## src/rtl/traffic_light_ctrl_n_if.sv

```systemverilog
// Signal bundle between the intersection controller and its surroundings.
// The master side drives requests and mode controls; the controller (slave) drives the lamp and status outputs.
interface traffic_light_ctrl_n_if #(
  parameter int NUM_PHASES = 4,
  parameter int PH_W       = 2
);
  logic                    enable;
  logic [NUM_PHASES-1:0]   ped_req;
  logic                    emg_req;
  logic [PH_W-1:0]         emg_phase;
  logic                    flash_mode;
  logic [3*NUM_PHASES-1:0] lights;
  logic [NUM_PHASES-1:0]   walk;
  logic [PH_W-1:0]         phase_idx;
  logic [2:0]              state;

  modport master (
    output enable, ped_req, emg_req, emg_phase, flash_mode,
    input  lights, walk, phase_idx, state
  );

  modport slave (
    input  enable, ped_req, emg_req, emg_phase, flash_mode,
    output lights, walk, phase_idx, state
  );
endinterface

```

## src/rtl/traffic_light_ctrl_n.sv

```systemverilog
// Round-robin N-phase traffic light controller with pedestrian walk extension,
// emergency preemption and flashing-yellow maintenance mode; all outputs registered.
module traffic_light_ctrl_n #(
  parameter int NUM_PHASES = 4,
  parameter int PH_W       = 2,
  parameter int CNT_W      = 4,
  parameter int T_GREEN    = 7,
  parameter int T_YELLOW   = 2,
  parameter int T_ALLRED   = 1,
  parameter int T_PED      = 5
) (
  input logic                   clock,
  input logic                   reset,
  traffic_light_ctrl_n_if.slave bus
);

  typedef enum logic [2:0] {
    S_ALLRED = 3'd0,
    S_GREEN  = 3'd1,
    S_YELLOW = 3'd2,
    S_EMG    = 3'd3,
    S_FLASH  = 3'd4
  } state_t;

  if ((T_GREEN + T_PED - 1) >= (1 << CNT_W) || (T_YELLOW - 1) >= (1 << CNT_W) ||
      (T_ALLRED - 1) >= (1 << CNT_W)) begin : g_cnt_w_check
    $error("CNT_W too narrow for the configured dwell times");
  end
  if ((1 << PH_W) < NUM_PHASES || NUM_PHASES < 2) begin : g_ph_w_check
    $error("PH_W cannot index NUM_PHASES, or NUM_PHASES < 2");
  end

  localparam logic [CNT_W-1:0] RED_LAST = CNT_W'(T_ALLRED - 1);
  localparam logic [CNT_W-1:0] GRN_LAST = CNT_W'(T_GREEN - 1);
  localparam logic [CNT_W-1:0] PED_LAST = CNT_W'(T_GREEN + T_PED - 1);
  localparam logic [CNT_W-1:0] YEL_LAST = CNT_W'(T_YELLOW - 1);
  localparam logic [PH_W-1:0]  LAST_PH  = PH_W'(NUM_PHASES - 1);

  state_t                  st_q, st_d;
  logic [CNT_W-1:0]        cnt_q, cnt_d, cnt_inc;
  logic [PH_W-1:0]         ph_q, ph_d, ph_nxt;
  logic [NUM_PHASES-1:0]   latch_q, latch_d, ped_clr;
  logic [NUM_PHASES-1:0]   walk_q, walk_d;
  logic                    tog_q, tog_d;
  logic                    first_q, first_d;
  logic [3*NUM_PHASES-1:0] lights_q, lights_d;
  logic                    emg_ok, grn_last;

  assign cnt_inc  = cnt_q + CNT_W'(1);
  assign ph_nxt   = (ph_q == LAST_PH) ? '0 : ph_q + PH_W'(1);
  assign emg_ok   = bus.emg_req && (int'(bus.emg_phase) < NUM_PHASES);
  assign grn_last = (cnt_q == ((walk_q != '0) ? PED_LAST : GRN_LAST));

  always_comb begin
    st_d    = st_q;
    cnt_d   = cnt_q;
    ph_d    = ph_q;
    walk_d  = walk_q;
    tog_d   = tog_q;
    first_d = first_q;
    ped_clr = '0;
    // Flash overrides everything and is entered even while timing is frozen.
    if (bus.flash_mode) begin
      if (st_q != S_FLASH) begin
        st_d   = S_FLASH;
        cnt_d  = '0;
        tog_d  = 1'b1;
        walk_d = '0;
      end else if (bus.enable) begin
        if (cnt_q == YEL_LAST) begin
          cnt_d = '0;
          tog_d = ~tog_q;
        end else begin
          cnt_d = cnt_inc;
        end
      end
    end else if (bus.enable) begin
      case (st_q)
        S_ALLRED: begin
          if (cnt_q == RED_LAST) begin
            cnt_d   = '0;
            first_d = 1'b0;
            if (emg_ok) begin
              st_d = S_EMG;
              ph_d = bus.emg_phase;
            end else begin
              st_d = S_GREEN;
              ph_d = first_q ? ph_q : ph_nxt;
              for (int i = 0; i < NUM_PHASES; i++) begin
                if (ph_d == PH_W'(i)) begin
                  walk_d[i]  = latch_q[i];
                  ped_clr[i] = 1'b1;
                end
              end
            end
          end else begin
            cnt_d = cnt_inc;
          end
        end
        S_GREEN: begin
          if (emg_ok) begin
            cnt_d  = '0;
            walk_d = '0;
            st_d   = (bus.emg_phase == ph_q) ? S_EMG : S_YELLOW;
          end else if (grn_last) begin
            cnt_d  = '0;
            walk_d = '0;
            st_d   = S_YELLOW;
          end else begin
            cnt_d = cnt_inc;
          end
        end
        S_YELLOW: begin
          if (cnt_q == YEL_LAST) begin
            cnt_d = '0;
            st_d  = S_ALLRED;
          end else begin
            cnt_d = cnt_inc;
          end
        end
        S_EMG: begin
          if (!bus.emg_req) begin
            cnt_d = '0;
            st_d  = S_YELLOW;
          end
        end
        S_FLASH: begin
          st_d    = S_ALLRED;
          cnt_d   = '0;
          ph_d    = '0;
          first_d = 1'b1;
          walk_d  = '0;
        end
        default: begin
          st_d    = S_ALLRED;
          cnt_d   = '0;
          ph_d    = '0;
          first_d = 1'b1;
          walk_d  = '0;
        end
      endcase
    end
  end

  assign latch_d = (latch_q & ~ped_clr) | bus.ped_req;

  // Lamps are decoded from next-state values so they register on the same edge as state.
  always_comb begin
    lights_d = '0;
    for (int i = 0; i < NUM_PHASES; i++) begin
      if (st_d == S_FLASH)
        lights_d[3*i +: 3] = {1'b0, tog_d, 1'b0};
      else if (ph_d == PH_W'(i) && (st_d == S_GREEN || st_d == S_EMG))
        lights_d[3*i +: 3] = 3'b001;
      else if (ph_d == PH_W'(i) && st_d == S_YELLOW)
        lights_d[3*i +: 3] = 3'b010;
      else
        lights_d[3*i +: 3] = 3'b100;
    end
  end

  always_ff @(posedge clock or negedge reset) begin
    if (!reset) begin
      st_q     <= S_ALLRED;
      cnt_q    <= '0;
      ph_q     <= '0;
      latch_q  <= '0;
      walk_q   <= '0;
      tog_q    <= 1'b1;
      first_q  <= 1'b1;
      lights_q <= {NUM_PHASES{3'b100}};
    end else begin
      st_q     <= st_d;
      cnt_q    <= cnt_d;
      ph_q     <= ph_d;
      latch_q  <= latch_d;
      walk_q   <= walk_d;
      tog_q    <= tog_d;
      first_q  <= first_d;
      lights_q <= lights_d;
    end
  end

  assign bus.lights    = lights_q;
  assign bus.walk      = walk_q;
  assign bus.phase_idx = ph_q;
  assign bus.state     = st_q;

endmodule

```

## src/flat_wrapper.sv

```systemverilog
// flat-port wrapper written by rule: the top's interface ports become plain ports
module traffic_light_ctrl_n_flat 
#(
  parameter int NUM_PHASES = 4,
  parameter int PH_W       = 2,
  parameter int CNT_W      = 4,
  parameter int T_GREEN    = 7,
  parameter int T_YELLOW   = 2,
  parameter int T_ALLRED   = 1,
  parameter int T_PED      = 5
)
  (clock, reset, bus_enable, bus_ped_req, bus_emg_req, bus_emg_phase, bus_flash_mode, bus_lights, bus_walk, bus_phase_idx, bus_state);
  traffic_light_ctrl_n_if #(.NUM_PHASES(NUM_PHASES), .PH_W(PH_W)) bus_i ();
  input logic clock;
  input logic reset;
  input wire logic [$bits(bus_i.enable)-1:0] bus_enable;
  input wire logic [$bits(bus_i.ped_req)-1:0] bus_ped_req;
  input wire logic [$bits(bus_i.emg_req)-1:0] bus_emg_req;
  input wire logic [$bits(bus_i.emg_phase)-1:0] bus_emg_phase;
  input wire logic [$bits(bus_i.flash_mode)-1:0] bus_flash_mode;
  output wire logic [$bits(bus_i.lights)-1:0] bus_lights;
  output wire logic [$bits(bus_i.walk)-1:0] bus_walk;
  output wire logic [$bits(bus_i.phase_idx)-1:0] bus_phase_idx;
  output wire logic [$bits(bus_i.state)-1:0] bus_state;
  assign bus_i.enable = bus_enable;
  assign bus_i.ped_req = bus_ped_req;
  assign bus_i.emg_req = bus_emg_req;
  assign bus_i.emg_phase = bus_emg_phase;
  assign bus_i.flash_mode = bus_flash_mode;
  assign bus_lights = bus_i.lights;
  assign bus_walk = bus_i.walk;
  assign bus_phase_idx = bus_i.phase_idx;
  assign bus_state = bus_i.state;
  traffic_light_ctrl_n #(.NUM_PHASES(NUM_PHASES), .PH_W(PH_W), .CNT_W(CNT_W), .T_GREEN(T_GREEN), .T_YELLOW(T_YELLOW), .T_ALLRED(T_ALLRED), .T_PED(T_PED)) u_core (.clock(clock), .reset(reset), .bus(bus_i));
endmodule
```

## config.mk

```make
export PLATFORM = sky130hd
export DESIGN_NAME = traffic_light_ctrl_n_flat
export DESIGN_NICKNAME = d
export VERILOG_FILES = /design/src/rtl/traffic_light_ctrl_n_if.sv /design/src/rtl/traffic_light_ctrl_n.sv /design/src/flat_wrapper.sv
export SDC_FILE = /design/constraint.sdc
export NUM_CORES = 1
export LEC_CHECK = 0
export ABC_AREA = 1
export CAP_MARGIN = 40
export CORE_MARGIN = 1
export CORE_UTILIZATION = 54
export DETAILED_ROUTE_END_ITERATION = 8
export PLACE_DENSITY = 0.82
export RECOVER_POWER = 25
export SYNTH_ARGS = -nofsm -noshare
export SYNTH_HDL_FRONTEND = slang
export SYNTH_SLANG_ARGS = --single-unit
```

## constraint.sdc

```tcl
create_clock -name clock -period 4.7 [get_ports clock]
set_clock_uncertainty 0.15 [all_clocks]
set_input_delay 0.94 -clock clock [delete_from_list [all_inputs] [get_ports clock]]
set_output_delay 0.94 -clock clock [all_outputs]
set_load 0.005 [all_outputs]
```

== Yosys cells after proc, flatten, opt, wreduce, memory -nomap -nowiden ==
Cells that the tools add are included.
W data, S select, Z words.

* Output and inout bits: 21
* Bits in registers: 31
* Bits of input ports: 11
* Word-level logic and storage cells: 140

* Muxes and demuxes: 68
* Bitwise logic cells: 6
* Reductions and logical operators: 24
* $add $sub $neg: 2
* Equality and inequality tests: 29

{| class="wikitable"
|+ Operators with widths
! operator !! count
|-
| $mux W4 || 22
|-
| $mux W3 || 20
|-
| $reduce_and A7 Y1 || 4
|-
| $pmux W4 S4 || 1
|-
| $ne A3 B2 Y1 const B || 5
|-
| $mux W1 || 14
|-
| $mux W2 || 7
|-
| $eq A3 B2 Y1 const B || 4
|-
| $pmux W3 S4 || 1
|-
| $pmux W4 S3 || 1
|-
| $eq A2 B2 Y1 const B || 5
|-
| $ne A3 B3 Y1 const B || 3
|-
| $logic_and A1 B1 Y1 || 8
|-
| $eq A3 B1 Y1 const B || 2
|-
| $ne A2 B1 Y1 const B || 3
|-
| $add A4 B1 Y4 const B || 1
|-
| $and A4 B4 Y4 || 1
|-
| $eq A2 B1 Y1 const B || 2
|-
| $eq A4 B1 Y1 const B || 1
|-
| $eq A4 B4 Y1 || 1
|-
| $logic_not A2 Y1 || 2
|-
| $logic_not A4 Y1 || 1
|-
| $ne A4 B3 Y1 const B || 1
|-
| $not A4 Y4 || 1
|-
| other kinds (15) || 18
|}

== Logic depth before layout (Yosys ltp) ==
Gate-level depths: netlist of the first run.

* Depth in word-level cells: 13
* Gate-level depth with buffers: 14
* Mapped depth without buffers: 14

== Least setup slack after synthesis of the first run ==
OpenSTA, ideal clock, no wires.

* Path kind: in2reg
* Start: input port bus_flash_mode
* End: register u_core.lights_q[11], in the netlist u_core.bus.lights[11]
* Stages on the path: 9
* Arrival: 2.001 ns
* Setup time: 0.075 ns
* Slack: 2.474 ns
* Data required time: 4.475 ns
* Buffers on the path: 1
* Path through: buf_2 nor2_4 inv_1 nor2_1 nand2_2 a21oi_2 nand2_2 nor2_1 nor2_1

* Word-level cells in the longest chain between the ends: 6
* Elaborated cells between the ends (all ways): 13
* Classes of those cells: eq/ne (5); mux (5); reduce/logical (3)

{| class="wikitable"
|+ RTL lines
! what !! RTL line !! source
|-
| from (decl) || flat_wrapper.sv:20 || <nowiki>input wire logic [$bits(bus_i.flash_mode)-1:0] bus_flash_mode;</nowiki>
|-
| $mux W3 or $mux W2 (tied branches) || traffic_light_ctrl_n.sv:63 || <nowiki>if (bus.flash_mode) begin</nowiki>
|-
| $eq A3 B2 Y1, or another cell as far along || traffic_light_ctrl_n.sv:155 || <nowiki>else if (ph_d == PH_W'(i) && st_d == S_YELLOW)</nowiki>
|-
| $logic_and A1 B1 Y1 or $logic_or A1 B1 Y1 (tied branches) || traffic_light_ctrl_n.sv:155, traffic_light_ctrl_n.sv:153 ||
|-
| $mux W3 or $logic_and A1 B1 Y1 (tied branches) || traffic_light_ctrl_n.sv:155, traffic_light_ctrl_n.sv:153 ||
|-
| $mux W3 || traffic_light_ctrl_n.sv:153 || <nowiki>else if (ph_d == PH_W'(i) && (st_d == S_GREEN || st_d == S_EMG))</nowiki>
|-
| $mux W3 * || traffic_light_ctrl_n.sv:151 || <nowiki>if (st_d == S_FLASH)</nowiki>
|-
| named net u_core.lights_d[11] || traffic_light_ctrl_n.sv:46 || <nowiki>logic [3*NUM_PHASES-1:0] lights_q, lights_d;</nowiki>
|-
| to (signal assigned) || traffic_light_ctrl_n.sv:171 || <nowiki>lights_q <= {NUM_PHASES{3'b100}};</nowiki>
|-
| to (signal assigned) || traffic_light_ctrl_n.sv:180 || <nowiki>lights_q <= lights_d;</nowiki>
|-
| to (decl) || traffic_light_ctrl_n.sv:46 ||
|}

The timed path passes the listed nets; every way through them passes the cells marked *.
A chain may end at the register's enable or synchronous reset.

==> results of run 1 <==
==> worst paths after layout <==
kind / to / slack (ns) / depth (start not counted)
worst max-delay path: u_core.bus.lights[7] / 2.09 / 2
worst min-delay path: u_core.first_q / 0.35 / 2
worst max register to register: u_core.bus.lights[5] / 2.58 / 11
worst min register to register: u_core.first_q / 0.35 / 2
max in group clock: u_core.bus.lights[5] / 2.09 / 11
min in group asynchronous: u_core.bus.walk[1] / 1.38 / 2
==> cells by family after synthesis <==
family | Yosys count | synth area share
adder cells (fa/ha/maj) | 4 | 0.0280
buffers and inverters | 37 | 0.0790
multiplexers | 1 | 0.00559
XOR/XNOR | 1 | 0.00489
flip-flops | 31 | 0.437
AND/OR/NAND/NOR | 138 | 0.358
AO/OA/AOI/OAI | 26 | 0.0874
==> cell type report <==
type                            instances  share of cell area
Timing Repair Buffer                   32               0.140
Tap cell                               44              0.0246
Multi-Input combinational cell        170               0.387
Inverter                               36              0.0610
Clock buffer                            5              0.0168
Clock inverter                          3              0.0196
Sequential cell                        31               0.350
==> routing by layer <==
layer / part of all wire / global-route usage / up-vias
met5: 0 / 0 / -
met4: 0.017 / 0.103 / 0
met3: 0.040 / 0.0568 / 7
li1: - / - / 826
met2: 0.48 / 0.396 / 37
met1: 0.46 / 0.306 / 740
==> registers in the layout, summed over array words and instances (netlist names) <==
register	count
u_core.latch_q	4
u_core.bus.phase_idx	2
u_core.first_q	1
u_core.bus.lights	12
u_core.bus.walk	4
u_core.bus.state	3
u_core.cnt_q	4
u_core.tog_q	1
==> power by group through the flow <==
stage / logic [uW] / registers (uW) / clock network [uW]
2_1_floorplan: 124 / 332 / 0
3_3_place_gp: 210 / 334 / 0
3_5_place_dp: 213 / 333 / 0
4_1_cts: 214 / 329 / 213
5_1_grt: 242 / 334 / 225
6_report: 211 / 329 / 210
==> metrics by stage <==
| step | util | cells | total power, uW | setup WS [ns] |
|---|---|---|---|---|
| floorplan | - | 238 | 456 | 2.47 |
| global placement | 0.696 | 313 | 544 | 1.83 |
| detailed placement | 0.696 | 313 | 546 | 1.74 |
| CTS | 0.722 | 321 | 756 | 2.11 |
| global route | 0.721 | 321 | 800 | 1.74 |
| finish | 0.721 | 321 | 751 | 2.09 |
==> Yosys cell counts (all sizes together) <==
cell type and instances:
nand2 80, o211ai 1, or4 1, inv 33
o21ai 18, ha 4, dfstp 6, nor2 31
xor2 1, nor3 1, mux2i 1, nand3 21
buf 1, clkinv 3, a21oi 5, or2 1
nand4 3, a21boi 1, o31ai 1, dfrtp 25
==> run_results.csv, run 1 <==
group,metric,value,unit
synth,synth.top_cell.area_share,0.349,
worst_hold_path,hp-class,"flop to flop",
floorplanning,floorplan.die_area,3550,um^2
global_routing,grt_start_max_net_pins,32,
power_and_ir_drop,power.clock.fraction,0.280,
worst_hold_path,launch_point_of_the_worst_hold_path,"u_core.first_q",
run,maxCapViolCount,1,
setup_path,crit_arrival,2.64,ns
floorplanning,placement_rows,20,
sta,fmax,383,MHz
finish,most_common_cell_after_layout_fill_and_taps_aside,"sky130_fd_sc_hd__nand2_1",
power_and_ir_drop,p_seq_frac,0.438,
setup_path,timing.critical_path.fanout_max,31,
setup_path,timing.rr.start,"u_core.bus.phase_idx[0]",
outcome,violations,"max-capacitance violations, max-slew violations",
synth,yosys.area.top_type,"sky130_fd_sc_hd__dfrtp_1",
sta,tightestPinTransition,1.62,ns
synth,synthTopCellsByArea,"sky130_fd_sc_hd__dfrtp_1 35%, sky130_fd_sc_hd__nand2_1 14%, sky130_fd_sc_hd__dfstp_2 8.8%, sky130_fd_sc_hd__inv_1 6.5%, sky130_fd_sc_hd__nand3_1 5.6%",
setup_path,worstPathBufferInverterCount,2,
setup_path,crit_path_end_kind,"async pin",
floorplanning,die_width,59.6,um
finish,synthToLayoutAreaGrowth,24.9,%
finish,insertedDiodeCount,0,
global_routing,grt_pass1_vias,1462,
clock_network,cts_buffer_depth,2,
finish,commonest_non_fill_non_tap_cells_in_the_layout,"69 x sky130_fd_sc_hd__nand2_1, 31 x sky130_fd_sc_hd__inv_1, 30 x sky130_fd_sc_hd__clkdlybuf4s50_1",
clock_network,clock_tree_from_tritoncts,"built",
synth,postSynthNetCount,253,
setup_path,startpoint,"reset",
floorplanning,core_area,3100,um^2
sta,finalSetupViolCount,0,
sta,setup_tns,0,ns
clock_network,path_clk_slew,0.11,ns
floorplanning,chip_height,59.6,um
global_routing,grt_first_pass_wirelength,6.30,mm
drt,avgViaCountPerCell,5.02,
drt,postRouteWirelength,3.64,mm
finish,multi_input_comb_area,866,um^2
power_and_ir_drop,power_report.internal_total,511,uW
setup_path,worstSetupStartpointType,"primary input",
sta,finalHoldWorstSlack,0.346,ns
setup_path,critical-path-slowest-cell,"sky130_fd_sc_hd__clkbuf_1",
power_and_ir_drop,power_switching_share,0.320,
synth,syn_area_per_cell,7.52,um^2
clock_network,clk_latency,0.35,ns
power_and_ir_drop,leak_pwr,0.00111,uW
setup_path,path_cells,"dlygate4sd3_1, clkbuf_1",
place,dpl-instance-area,2160,um^2
sta,rsz0062_at_grt,"false",
clock_network,cts_post_setup_buffers_inserted,0,
drt,drcViolationCount,0,
floorplanning,starting_density_of_the_core,0.577,
global_routing,all_layer_gr_usage,0.242,
sta,hold_viol_final,0,
drt,first_iter_violations,73,
setup_path,critical_path_class,"primary input to async pin",
power_and_ir_drop,ir_drop,248,uV
clock_network,tritoncts.num_buffers,5,
setup_path,cpLargestDelayFamily,"buffers and inverters",
outcome,run_status,"complete, but fails checks",
sta,layout_worst_path_cycle_share,0.555,
drt,drt-wirelength-per-cell,11.4,um
finish,num-nets-final,291,
place,dpl.hpwl,2.73,mm
clock_network,h_tree_levels,2,
clock_network,cts_hold_buf,0,
synth,ys_warn_count,0,
power_and_ir_drop,power.density,336,nW/um^2
setup_path,required,4.73,ns
synth,post_synthesis_cell_count,238,
drt,num_vias,1610,
clock_network,cts_num_sinks,31,
synth,synth-seq-area-share,0.437,
finish,final_layout_size_suffix_gt1_frac,0.148,
drt,drt_first_pass_iters,4,
floorplanning,ioPinCount,32,
finish,register_area,783,um^2
sta,period_needed,2.61,ns
power_and_ir_drop,power.switching,240,uW
finish,fill_cells,258,
global_routing,initial_antenna_violation_count,0,
drt,final_antenna_net_count,0,
synth,ys_types,31,
synth,mappedNetlistArea,1790,um^2
synth,postSynthRegisterBits,31,
clock_network,cts.repair.resized,0,
place,globalplace.congestion,0.964,
global_routing,grt.overflow.total,0,
finish,finalInstanceArea,2240,um^2
sta,maxSlewHeadroom,-0.0771,
setup_path,critical-path-max-stage-delay,1.17,ns
clock_network,cts.root.buffer_cell,"sky130_fd_sc_hd__clkbuf_4",
place,port_buffers,31,
sta,slew_viols_final,32,
power_and_ir_drop,combinationalPowerShare,0.282,
Power figures use the tool's default switching activity.
==> inputs of run 2 (changes only) <==
--- a/config.mk
+++ b/config.mk
@@ -8,9 +8,9 @@
 export ABC_AREA = 1
 export CAP_MARGIN = 40
 export CORE_MARGIN = 1
-export CORE_UTILIZATION = 54
+export CORE_UTILIZATION = 47
 export DETAILED_ROUTE_END_ITERATION = 8
-export PLACE_DENSITY = 0.82
+export PLACE_DENSITY = 0.75
 export RECOVER_POWER = 25
 export SYNTH_ARGS = -nofsm -noshare
 export SYNTH_HDL_FRONTEND = slang
==> constraint.sdc (replaced) <==
create_clock -name clock -period 2.2 [get_ports clock]
set_clock_uncertainty 0.15 [all_clocks]
set_input_delay 0.44 -clock clock [delete_from_list [all_inputs] [get_ports clock]]
set_output_delay 0.44 -clock clock [all_outputs]
set_load 0.005 [all_outputs]
==> run 2 against run 1 <==
Net effect:
- sequential power is 110% higher
- the flow now finishes without violations
- combinational power is 140% higher
- critical path depth is 10 higher
- via count is 1.7% higher
- total power is 130% higher
- sequential share of layout area is 2.4 points lower
- core utilization is 6.4 points lower
- clock-buffer cell count is 2 higher
- largest cell class unchanged
- highest routed layer unchanged
- non-clock buffer count is 18 higher
- register-to-register slack worse by 2.3 ns
==> run_results.csv, run 2 (synthesis gave the netlist of run 1 again) <==
group,metric,value,unit
drt,drcViolationCount,0,
finish,insertedDiodeCount,0,
power_and_ir_drop,power.density,708,nW/um^2
worst_hold_path,launch_point_of_the_worst_hold_path,"u_core.first_q",
setup_path,startpoint,"bus_enable",
setup_path,timing.rr.start,"u_core.cnt_q[0]",
setup_path,path_cells,"clkdlybuf4s50_1, inv_1, nor2_4, nand4_1, nand2_1, nand2_1, nand2_2, clkinv_1, nor2_1, inv_1, nor2_1, nor2_1",
drt,postRouteWirelength,3.95,mm
floorplanning,placement_rows,22,
clock_network,h_tree_levels,2,
outcome,run_status,"finished clean",
clock_network,path_clk_slew,0.06,ns
place,globalplace.congestion,0.880,
global_routing,grt_start_max_net_pins,32,
clock_network,clock_tree_from_tritoncts,"built",
setup_path,crit_arrival,2.08,ns
clock_network,clk_latency,0.28,ns
sta,slew_viols_final,0,
power_and_ir_drop,leak_pwr,0.00121,uW
setup_path,critical-path-max-stage-delay,0.47,ns
sta,fmax,495,MHz
run,maxCapViolCount,0,
drt,drt_first_pass_iters,4,
worst_hold_path,hp-class,"flop to flop",
sta,finalSetupViolCount,0,
setup_path,critical-path-slowest-cell,"sky130_fd_sc_hd__clkdlybuf4s50_1",
finish,fill_cells,327,
setup_path,timing.critical_path.fanout_max,6,
clock_network,cts.root.buffer_cell,"sky130_fd_sc_hd__clkbuf_8",
floorplanning,ioPinCount,32,
finish,commonest_non_fill_non_tap_cells_in_the_layout,"69 x sky130_fd_sc_hd__nand2_1, 31 x sky130_fd_sc_hd__inv_1, 30 x sky130_fd_sc_hd__clkdlybuf4s50_1",
setup_path,crit_path_end_kind,"flop",
clock_network,tritoncts.num_buffers,5,
floorplanning,floorplan.die_area,4060,um^2
sta,layout_worst_path_cycle_share,0.919,
drt,drt-wirelength-per-cell,11.5,um
global_routing,grt_pass1_vias,1676,
drt,avgViaCountPerCell,4.78,
sta,setup_tns,0,ns
drt,first_iter_violations,73,
setup_path,required,2.26,ns
global_routing,grt_first_pass_wirelength,7.09,mm
setup_path,critical_path.most_common_cell,"sky130_fd_sc_hd__nor2_1",
sta,period_needed,2.02,ns
floorplanning,die_width,63.7,um
global_routing,all_layer_gr_usage,0.227,
setup_path,worst_r2r_endpoint,"u_core.bus.lights[2]",
setup_path,ff2ff_path_depth,11,
finish,synthToLayoutAreaGrowth,34.2,%
clock_network,cts_num_sinks,31,
global_routing,initial_antenna_violation_count,0,
finish,num-nets-final,309,
drt,num_vias,1638,
setup_path,worstSetupStartpointType,"primary input",
drt,final_antenna_net_count,0,
floorplanning,chip_height,63.7,um
place,port_buffers,31,
setup_path,ff2ff_setup_slack,0.25,ns
power_and_ir_drop,ir_drop,528,uV
floorplanning,core_area,3660,um^2
sta,maxSlewHeadroom,0.483,
sta,tightestPinTransition,0.776,ns
finish,largest_register_ff_count,12,
floorplanning,starting_density_of_the_core,0.489,
sta,rsz0062_at_grt,"false",
setup_path,critical_path_class,"primary input to flop",
finish,final_layout_size_suffix_gt1_frac,0.207,
clock_network,cts_buffer_depth,2,
worst_hold_path,min_to,"u_core.first_q",
sta,finalHoldWorstSlack,0.340,ns
sta,hold_viol_final,0,
place,dpl.hpwl,3.00,mm
worst_hold_path,timing.hold.worst_path_depth,2,
finish,most_common_cell_after_layout_fill_and_taps_aside,"sky130_fd_sc_hd__nand2_1",
global_routing,grt.overflow.total,0,
run 2: changes by cell type in the layout (fill, tap and decap cells not counted), sizes merged:
cell	delta
bufinv	-1
clkinvlp	+1
clkbuf	+2
buf	+18
clkinv	-2
run 2: critical path, delay by kind of cell:
| kind | cells | cell delay, ns |
|---|---|---|
| AND/OR/NAND/NOR | 8 | 0.90 |
| buffers and inverters | 4 | 0.75 |
run 2: timing repair:
item,CTS,global route
gates resized for setup,0,1
hold buffers,0,0
setup endpoints to repair,0,1
endpoints found under the hold margin,0,0
setup buffers,0,1
run 2: per-layer routing:
layer  vias to the layer above  global-route usage  wire length, um
met3                         4              0.0634              176
li1                        853                   -                -
met1                       745               0.263             1790
met2                        36               0.396             1940
met4                         0              0.0795               43
met5                         -                   0                0
run 2: report_power, final:
group / total (uW) / switching, uW / leakage [uW] / internal, uW
clock: 499 / 215 / 0.0000505 / 284
combinational: 496 / 260 / 0.000782 / 236
sequential: 705 / 55.2 / 0.000375 / 650
run 2: through the flow:
step | utilization | cells | power (uW) | setup slack [ns] | area, um^2
global route | 0.656 | 343 | 1810 | 0.0147 | 2400
finish | 0.656 | 343 | 1700 | 0.179 | 2400
detailed placement | 0.626 | 334 | 1210 | -0.129 | 2290
global placement | 0.626 | 334 | 1200 | -0.0715 | 2290
CTS | 0.654 | 342 | 1720 | 0.163 | 2390
floorplan | - | 238 | 975 | 0.365 | 1790
run 2: how the worst max path moves through the flow:
stage | end | slack (ns)
floorplan | u_core.bus.lights[5] | 0.36
global placement | u_core.bus.lights[5] | -0.07
detailed placement | u_core.bus.lights[5] | -0.13
CTS | u_core.bus.lights[5] | 0.16
global route | u_core.bus.lights[8] | 0.01
finish | u_core.bus.lights[8] | 0.18
run 2: layout make-up:
type                    instances  area [um^2]  area share
well taps                      48         60.1      0.0250
clock buffers                   7         96.3      0.0401
multi-input cells             170          868       0.361
inverters                      36          136      0.0568
repair buffers                 50          450       0.188
clock inverters                 1         7.51     0.00313
flip-flops and latches         31          783       0.326
==> inputs of run 3 (changes only) <==
--- a/config.mk
+++ b/config.mk
@@ -10,8 +10,10 @@
 export CORE_MARGIN = 1
 export CORE_UTILIZATION = 47
 export DETAILED_ROUTE_END_ITERATION = 8
+export GPL_TIMING_DRIVEN = 0
 export PLACE_DENSITY = 0.75
 export RECOVER_POWER = 25
+export SLEW_MARGIN = 10
 export SYNTH_ARGS = -nofsm -noshare
 export SYNTH_HDL_FRONTEND = slang
 export SYNTH_SLANG_ARGS = --single-unit
==> run 3 against run 2 <==
Net effect:
- flip-flop and latch count is the same
- clock power grew 17%
- critical path depth shrank 11
- highest routed layer unchanged
- clock-buffer cell count shrank 1
- die area is the same
- combinational power shrank 7.5%
- the flow now finishes with violations (max-capacitance violations, max-slew violations)
- hold slack gained 0.0058 ns
- total power grew 2.8%
- core utilization shrank 2.9 points
- via count shrank 4.3%
- cell area shrank 4.4%
==> run_results.csv, run 3 (synthesis gave the netlist of run 1 again) <==
group,metric,value,unit
outcome,run_status,"complete, but fails checks",
outcome,violations,"max-capacitance violations, max-slew violations",
finish,commonest_non_fill_non_tap_cells_in_the_layout,"69 x sky130_fd_sc_hd__nand2_1, 30 x sky130_fd_sc_hd__inv_1, 27 x sky130_fd_sc_hd__clkdlybuf4s50_1",
finish,largest_register_ff_count,12,
sta,hold_viol_final,0,
global_routing,grt_pass1_vias,1498,
drt,m1WireLength,1.61,mm
setup_path,critical-path-slowest-cell,"sky130_fd_sc_hd__clkdlybuf4s50_1",
finish,insertedDiodeCount,0,
clock_network,clk_latency,0.29,ns
floorplanning,chip_height,63.7,um
run,maxCapViolCount,1,
power_and_ir_drop,final_total_pwr,1750,uW
finish,most_common_cell_after_layout_fill_and_taps_aside,"sky130_fd_sc_hd__nand2_1",
sta,period_needed,1.97,ns
setup_path,crit_arrival,1.38,ns
drt,avgViaCountPerCell,4.82,
drt,first_iter_violations,87,
sta,setup_tns,0,ns
setup_path,timing.critical_path.fanout_max,8,
place,dpl.hpwl,2.65,mm
setup_path,cpLargestDelayFamily,"buffers and inverters",
finish,fill_cells,336,
floorplanning,floorplan.die_area,4060,um^2
finish,multi_input_comb_area,885,um^2
finish,num-nets-final,291,
floorplanning,die_width,63.7,um
worst_hold_path,hp-class,"flop to flop",
floorplanning,core_area,3660,um^2
global_routing,grt_start_max_net_pins,32,
place,globalplace.congestion,0.910,
setup_path,critical_path_class,"flop to primary output",
clock_network,clock_tree_from_tritoncts,"built",
drt,drt-wirelength-per-cell,11.1,um
floorplanning,starting_density_of_the_core,0.489,
sta,layout_worst_path_cycle_share,0.894,
setup_path,required,1.61,ns
finish,post-route-util,0.627,
floorplanning,placement_rows,22,
setup_path,critical-path-max-stage-delay,0.57,ns
sta,tightestPinTransition,1.64,ns
power_and_ir_drop,leak_pwr,0.00116,uW
floorplanning,ioPinCount,32,
drt,num_vias,1568,
drt,detailroute.wirelength.met3,145,um
sta,fmax,508,MHz
setup_path,path_cells,"clkdlybuf4s50_1",
finish,final_layout_size_suffix_gt1_frac,0.181,
clock_network,path_clk_slew,0.06,ns
power_and_ir_drop,power.density,761,nW/um^2
drt,drt_first_pass_iters,4,
place,port_buffers,30,
drt,drcViolationCount,0,
clock_network,cts_buffer_depth,2,
power_and_ir_drop,ir_drop,413,uV
global_routing,grt.overflow.total,0,
clock_network,cts_hold_buf,0,
global_routing,initial_antenna_violation_count,0,
finish,register_area,783,um^2
sta,maxSlewHeadroom,-0.0929,
sta,finalHoldWorstSlack,0.346,ns
global_routing,grt_first_pass_wirelength,6.46,mm
global_routing,all_layer_gr_usage,0.207,
sta,slew_viols_final,32,
sta,finalSetupViolCount,0,
setup_path,worstSetupStartpointType,"flop",
clock_network,cts.root.buffer_cell,"sky130_fd_sc_hd__clkbuf_8",
setup_path,crit_path_end_kind,"primary output",
setup_path,worstPathBufferInverterCount,1,
drt,final_antenna_net_count,0,
drt,routed-wl-met2,1.79,mm
sta,rsz0062_at_grt,"false",
clock_network,tritoncts.num_buffers,5,
finish,synthToLayoutAreaGrowth,28.3,%
clock_network,h_tree_levels,2,
drt,highest_layer,"met4",
clock_network,cts_num_sinks,31,
drt,postRouteWirelength,3.61,mm
[run 3: what timing repair did]
| item | in CTS | in global routing |
|---|---|---|
| setup buffers | 0 | 1 |
| gates resized for setup | 0 | 10 |
| endpoints found under the setup margin | 0 | 9 |
| endpoints found under the hold margin | 0 | 0 |
[run 3: metrics by stage]
stage          std cells  setup WS (ns)  instance area (um^2)
2_1_floorplan        238          0.365                  1790
3_5_place_dp         316         -0.201                  2150
5_1_grt              325         0.0753                  2300
6_report             325          0.233                  2300
4_1_cts              324         0.0939                  2260
3_3_place_gp         316         -0.178                  2150
[run 3: layout make-up]
cell class                 instances  area share
multi-input combinational        170       0.385
sequential                        31       0.341
timing repair buffer              31       0.133
inverter                          36      0.0610
clock buffer                       6      0.0359
tap                               48      0.0261
clock inverter                     2      0.0153
buffer                             1     0.00218
[run 3: per-layer routing]
layer | vias up | GRT usage
li1 | 818 | -
met1 | 717 | 0.238
met2 | 25 | 0.356
met3 | 8 | 0.0598
met4 | 0 | 0.0852
met5 | - | 0
[run 3: report_power, final]
group	internal (uW)	switching, uW
combinational	206	253
sequential	649	54.6
clock	366	219
[run 3: path summary, 6_finish.rpt]
check / start / to / slack [ns] / cells past startpoint
worst max-delay path: u_core.bus.state[0] / bus_state[0] / 0.23 / 1
worst min-delay path: u_core.first_q / u_core.first_q / 0.35 / 2
worst max register to register: u_core.bus.phase_idx[0] / u_core.bus.lights[5] / 0.25 / 11
worst min register to register: u_core.first_q / u_core.first_q / 0.35 / 2
max in group asynchronous: reset / u_core.bus.lights[4] / 0.53 / 1
min in group asynchronous: reset / u_core.cnt_q[2] / 0.41 / 1
